--- config.mk ---
export PLATFORM = sky130hd
export DESIGN_NAME = crc_16_lfsr
export DESIGN_NICKNAME = d
export VERILOG_FILES = /design/src/rtl/crc_16_pkg.sv /design/src/rtl/crc_16_lfsr.sv
export SDC_FILE = /design/constraint.sdc
export NUM_CORES = 1
export LEC_CHECK = 0
export ABC_AREA = 1
export CORE_UTILIZATION = 46
export CTS_CLUSTER_SIZE = 10
export DETAILED_ROUTE_END_ITERATION = 8
export PLACE_DENSITY = 0.83
export SYNTH_ARGS = -nofsm -noshare
export SYNTH_HDL_FRONTEND = slang
export SYNTH_SLANG_ARGS = --single-unit
--- constraint.sdc ---
create_clock -name clk_i -period 2.2 [get_ports clk_i]
set_input_delay 0.44 -clock clk_i [delete_from_list [all_inputs] [get_ports clk_i]]
set_output_delay 0.44 -clock clk_i [all_outputs]
set_load 0.01 [all_outputs]
--- src/rtl/crc_16_pkg.sv ---
// Shared types, defaults and the serial step function for the CRC-16/ANSI generator/checker pair.
package crc_16_pkg;

  typedef logic [15:0] crc_16_hash;

  localparam crc_16_hash CRC_16_POLY = 16'h8005;
  localparam crc_16_hash CRC_16_INIT = 16'h0000;

  typedef enum logic [1:0] {IDLE, DATA, CHECK} crc_16_state_e;

  function automatic crc_16_hash crc_16_step(input logic b, input crc_16_hash h,
                                             input crc_16_hash poly);
    crc_16_hash sh;
    sh = {h[14:0], 1'b0};
    return (b ^ h[15]) ? (sh ^ poly) : sh;
  endfunction

endpackage

--- src/rtl/crc_16_lfsr.sv ---
// Serial CRC-16 LFSR: load seeds from init_i while absorbing bit_i, en_i steps the running value.
module crc_16_lfsr
  import crc_16_pkg::*;
#(
  parameter crc_16_hash POLY = CRC_16_POLY
) (
  input  logic       clk_i,
  input  logic       rst_i,
  input  crc_16_hash init_i,
  input  logic       load_i,
  input  logic       en_i,
  input  logic       bit_i,
  output crc_16_hash crc_o
);

  crc_16_hash crc_q, crc_d;

  always_comb begin
    crc_d = crc_q;
    if (load_i)    crc_d = crc_16_step(bit_i, init_i, POLY);
    else if (en_i) crc_d = crc_16_step(bit_i, crc_q, POLY);
  end

  always_ff @(posedge clk_i) begin
    if (rst_i) crc_q <= init_i;
    else       crc_q <= crc_d;
  end

  assign crc_o = crc_q;

endmodule

==> results_dict.tcl, run 1 <==
set metrics [dict create \
    die_h_um 48.1 \
    via_per_inst 5.13 \
    worst_slew_pin_slew_ps 687 \
    path_cells "clkdlybuf4s50_1, inv_1, nand2_2, or2_1" \
    fin_crit_ps 1750 \
    yosysSeqAreaShare_pct 49.2 \
    start_util_pct 49.2 \
    run_status "finished, final reports clean" \
    avgSynthCellArea_um2 8.87 \
    fillerInstances 158 \
    wl_per_cell_um 12.5 \
    synth_area_um2 976 \
    dp_hpwl_mm 1.65 \
    core_area_um2 1980 \
    synth.top_cell.area_share_pct 49.2 \
    min_to "crc_o[11]" \
    overflow 0 \
    yosysWarnings 0 \
    synth_cells 110 \
    utilization_pct 69.9 \
    multiInputGateArea_um2 424 \
    die_area_um2 2310 \
    post-route-period-util_pct 79.7 \
    fin_nets 171 \
    worstSetupPathType "in2reg" \
    rsz0062_at_grt "no" \
    synth_edf_count 16 \
    hold_class "reg2reg" \
    design_power_total_mw 0.777 \
    drv_cap 0 \
    cts_buffers 3 \
    grt.busiest_layer "met2" \
    fmaxAchievable_mhz 570 \
    ff2ff_path_depth 6 \
    cp_max_fo 16 \
    ios 37 \
    hold_violations 0 \
    clkLatencyLatePin_ps 290 \
    antenna_found_initial 0 \
    final_area_um2 1390 \
    drtAntennaViolNets 0 \
    hp-start "crc_o[10]" \
    antennaDiodeCount 0 \
    yosys_register_bits 16 \
    rows 16 \
    setup_viol 0 \
    reg2reg_slack_ps 1060 \
    synth-main-ff-cell "edfxtp_1" \
    path_clk_slew_ps 100 \
    required_ps 2120 \
    end_kind "flip-flop" \
    vias 903 \
    critPathArrivalTime_ps 1670 \
    ff_latch_area_um2 480 \
    yosysMostFrequentCell "nand2_1" \
    drtIter0Drc 23 \
    crit_slowest_cell "or2_1" \
    grt_pass1_wl_mm 3.31 \
    clock_skew_ps 9.14 \
    largest_reg_flops 16 \
    met1_usage_pct 27.7 \
    synthesis.nets 131 \
    grt_max_degree 17 \
    clkSinkCount 16 \
    place_area_um2 1360 \
    cts_tree "done" \
    synthTopCellsByCount "39 x nand2_1, 16 x edfxtp_1, 13 x nand3_1" \
    die_x_um 48.1 \
    reg2reg_from "crc_o[15]" \
    postCtsHoldBufs 0 \
    slew-limit-headroom_pct 54.2 \
    peakVddDrop_v 0.000379 \
    synth_area_leader_cell "edfxtp_1" \
    synth.area.top_cells "edfxtp_1 49%, nand2_1 15%, nand3_2 10%" \
    power_density_nw_per_um2 561 \
    cts_setup_buffers 0 \
    slowest_delay_ps 550 \
    gp_congestion 0.879 \
    firstDrtPassIters 4 \
    cts-htree-levels 1 \
    setup_tns_ps 0 \
    grt_usage_pct 20.9 \
    whs_path_depth 2 \
    cts-resized-gates 0 \
    cts_root_buffer "clkbuf_4" \
    drive_gt1_share_pct 20.8 \
    drc 0 \
    met2_usage_pct 33.8 \
    grtUsageMet3_pct 4.91 \
    grt_pass1_vias 783 \
    slew_viol_final 0 \
    leakagePower_nw 0.612 \
    ys_types 12 \
    async_reset_ff_share_pct 0 \
    areaGrowthSynthToFinish_pct 41.9 \
    portBuffers 36 \
    worstReg2RegEnd "crc_o[2]" \
    worst_setup_path_start_kind "primary input" \
    wl_mm 2.21 \
    clockBufferDepth 2 \
]
[layout by cell type (no fill, tap or decap)]
cell type	netlist	layout
o221ai_1	1	1
clkbuf_4	0	3
buf_4	0	2
o211ai_1	3	3
clkinv_1	0	1
clkdlybuf4s50_1	0	36
nand2_1	39	39
nand3_1	13	13
nand3_2	10	10
edfxtp_1	16	16
nand2_2	12	12
inv_2	4	4
or2_1	1	1
inv_1	8	8
[power by group]
part	switching, mW	internal (mW)
sequential	0.0200	0.377
combinational	0.0995	0.120
clock	0.0945	0.0658
total	0.214	0.563
[layer usage]
metal / vias to the layer above / part of all wire (%)
met4: 0 / 0.77
met5: - / 0
li1: 446 / -
met2: 49 / 48
met1: 404 / 42
met3: 4 / 9.0
[metrics by stage]
| step | std cells | hold slack [ps] | setup slack (ps) |
|---|---|---|---|
| 6_report | 176 | 567 | 446 |
| 5_1_grt | 176 | 589 | 361 |
| 4_1_cts | 176 | 569 | 418 |
| 3_5_place_dp | 172 | 540 | 156 |
| 3_3_place_gp | 172 | 544 | 169 |
| 2_1_floorplan | 110 | 597 | 846 |
[how the worst max path moves through the flow]
stage,start,end,slack [ps],depth (start not counted)
2_1_floorplan,load_i,crc_o[0],850,3
3_3_place_gp,rst_i,crc_o[4],170,4
3_5_place_dp,load_i,crc_o[4],160,4
4_1_cts,load_i,crc_o[4],420,4
5_1_grt,load_i,crc_o[6],360,4
6_report,load_i,crc_o[15],450,4
[cell families (layout without fill, tap and decap cells)]
family / count (synthesis) / after routing / synth area share [%]
buffers and inverters: 15 / 54 / 7.31
flip-flops: 16 / 16 / 49.2
AND/OR/NAND/NOR: 75 / 75 / 40.3
AO/OA/AOI/OAI: 4 / 4 / 3.21
[critical path: cells and delay by family]
| family | cells | cell delay, ps |
|---|---|---|
| simple gates | 2 | 640 |
| buf+inv | 2 | 580 |
[cell type report]
| type | count | share of cell area (%) |
|---|---|---|
| clock buffers | 3 | 1.63 |
| clock inverters | 1 | 0.271 |
| inverters | 12 | 3.25 |
| multi-input cells | 79 | 30.6 |
| flip-flops and latches | 16 | 34.7 |
| well taps | 27 | 2.44 |
| repair buffers | 38 | 27.1 |
(Power assumes the default switching activity.)
==> run 2: changes to the inputs <==
--- a/config.mk
+++ b/config.mk
@@ -6,10 +6,10 @@
 export NUM_CORES = 1
 export LEC_CHECK = 0
 export ABC_AREA = 1
-export CORE_UTILIZATION = 46
+export CORE_UTILIZATION = 43
 export CTS_CLUSTER_SIZE = 10
 export DETAILED_ROUTE_END_ITERATION = 8
-export PLACE_DENSITY = 0.83
+export PLACE_DENSITY = 0.78
 export SYNTH_ARGS = -nofsm -noshare
 export SYNTH_HDL_FRONTEND = slang
 export SYNTH_SLANG_ARGS = --single-unit
==> constraint.sdc (replaced) <==
create_clock -name clk_i -period 1.7 [get_ports clk_i]
set_input_delay 0.34 -clock clk_i [delete_from_list [all_inputs] [get_ports clk_i]]
set_output_delay 0.34 -clock clk_i [all_outputs]
set_load 0.01 [all_outputs]
==> run 2 against run 1 <==
Combinational power grew 31%. Global-route usage shrank 0.72 points. Core utilization decreased by 1.3 points. Critical endpoint is now crc_o[14]. Sequential share of layout area fell by 0.37 points.
==> results_dict.tcl, run 2 (synthesis gave the netlist of run 1 again) <==
set metrics [dict create \
    dp_hpwl_mm 1.68 \
    core_area_um2 2040 \
    drv_cap 0 \
    post-route-period-util_pct 93.2 \
    path_clk_slew_ps 80 \
    start_util_pct 47.8 \
    rsz0062_at_grt "no" \
    wl_per_cell_um 12.0 \
    setup_viol 0 \
    leakagePower_nw 0.621 \
    slew_viol_final 0 \
    final_area_um2 1400 \
    hold_violations 0 \
    wl_mm 2.14 \
    hold_class "reg2reg" \
    clock_skew_ps 2.69 \
    areaGrowthSynthToFinish_pct 43.5 \
    via_per_inst 4.97 \
    path_cells "clkdlybuf4s50_1" \
    layout_commonest_cell "nand2_1" \
    drc 0 \
    cp_num_buf_inv 1 \
    drtIter0Drc 24 \
    setup_tns_ps 0 \
    run_status "finished, final reports clean" \
    die_area_um2 2460 \
    worst_slew_pin_slew_ps 327 \
    cp_max_fo 3 \
    peakVddDrop_v 0.000457 \
    ios 37 \
    portBuffers 36 \
    largest_reg_flops 16 \
    cts_buffers 3 \
    grt_pass1_wl_mm 3.82 \
    rows 16 \
    worst_setup_path_start_kind "flip-flop" \
    fin_nets 173 \
    drtAntennaViolNets 0 \
    fin_crit_ps 1580 \
    power_density_nw_per_um2 708 \
    cts-resized-gates 0 \
    critPathArrivalTime_ps 1240 \
    antennaDiodeCount 0 \
    slowest_delay_ps 560 \
    postCtsHoldBufs 0 \
    cts_tree "done" \
    grt_usage_pct 20.2 \
    cts_root_buffer "clkbuf_4" \
    grt_max_degree 14 \
    overflow 0 \
    antenna_found_initial 0 \
    cts-htree-levels 1 \
    clkSinkCount 16 \
    drive_gt1_share_pct 21.9 \
    crit_slowest_cell "clkdlybuf4s50_1" \
    path_delay_family "buffers and inverters" \
    place_area_um2 1370 \
    vias 884 \
    required_ps 1360 \
    cts_setup_buffers 0 \
    firstDrtPassIters 5 \
    grt_pass1_vias 847 \
    final_cell_mix "39 x nand2_1, 36 x clkdlybuf4s50_1, 16 x edfxtp_1" \
    die_x_um 49.6 \
    clockBufferDepth 2 \
    slew-limit-headroom_pct 78.1 \
    die_h_um 49.6 \
    end_kind "output port" \
    fmaxAchievable_mhz 631 \
    gp_congestion 0.871 \
    worstSetupPathType "reg2out" \
    clkLatencyLatePin_ps 280 \
]
-- run 2: cell types whose count changed in the layout (fill, tap and decap cells not counted) --
| cell | change |
|---|---|
| buf_4 | +2 |
-- run 2: cell type report --
type | count | area (µm²)
repair buffers | 40 | 390
multi-input cells | 79 | 424
flip-flops and latches | 16 | 480
fillers | 176 | 642
inverters | 12 | 45.0
clock buffers | 3 | 22.5
well taps | 27 | 33.8
clock inverters | 1 | 3.75
-- run 2: worst paths after layout --
path,from,to,slack (ps),depth (start not counted)
worst max-delay path,crc_o[14],crc_o[14],120,1
worst min-delay path,crc_o[10],crc_o[11],560,2
worst max register to register,crc_o[15],crc_o[2],550,6
worst min register to register,crc_o[10],crc_o[11],560,2
-- run 2: power breakdown --
| group | internal [mW] | switching (mW) | total [mW] |
|---|---|---|---|
| Sequential | 0.488 | 0.0269 | 0.515 |
| Clock | 0.0851 | 0.106 | 0.191 |
| Combinational | 0.157 | 0.129 | 0.286 |
| Total | 0.730 | 0.262 | 0.992 |
-- run 2: per-stage QoR --
step / util [%] / hold WS, ps / power, mW / instances / setup WS [ps]
detailed placement: 67.3 / 546 / 0.810 / 174 / 15.4
global route: 68.6 / 596 / 1.05 / 178 / 84.3
floorplan: - / 526 / 0.645 / 110 / 446
CTS: 68.6 / 566 / 1.00 / 178 / 109
global placement: 67.3 / 547 / 0.806 / 174 / 49.3
finish: 68.6 / 565 / 0.992 / 178 / 116
-- run 2: worst min-delay path: cells and delay by family, from the launching register on --
| kind | cells | cell delay, ps |
|---|---|---|
| DFF | 1 | 350 |
| and+or+nand+nor | 2 | 120 |
-- run 2: routing by layer --
layer | vias to the layer above | GRT usage (%) | part of all wire (%)
met5 | - | 0 | 0
met4 | 0 | 3.81 | 0
met3 | 0 | 3.70 | 5.6
met2 | 30 | 34.2 | 50
met1 | 404 | 26.9 | 45
li1 | 450 | - | -
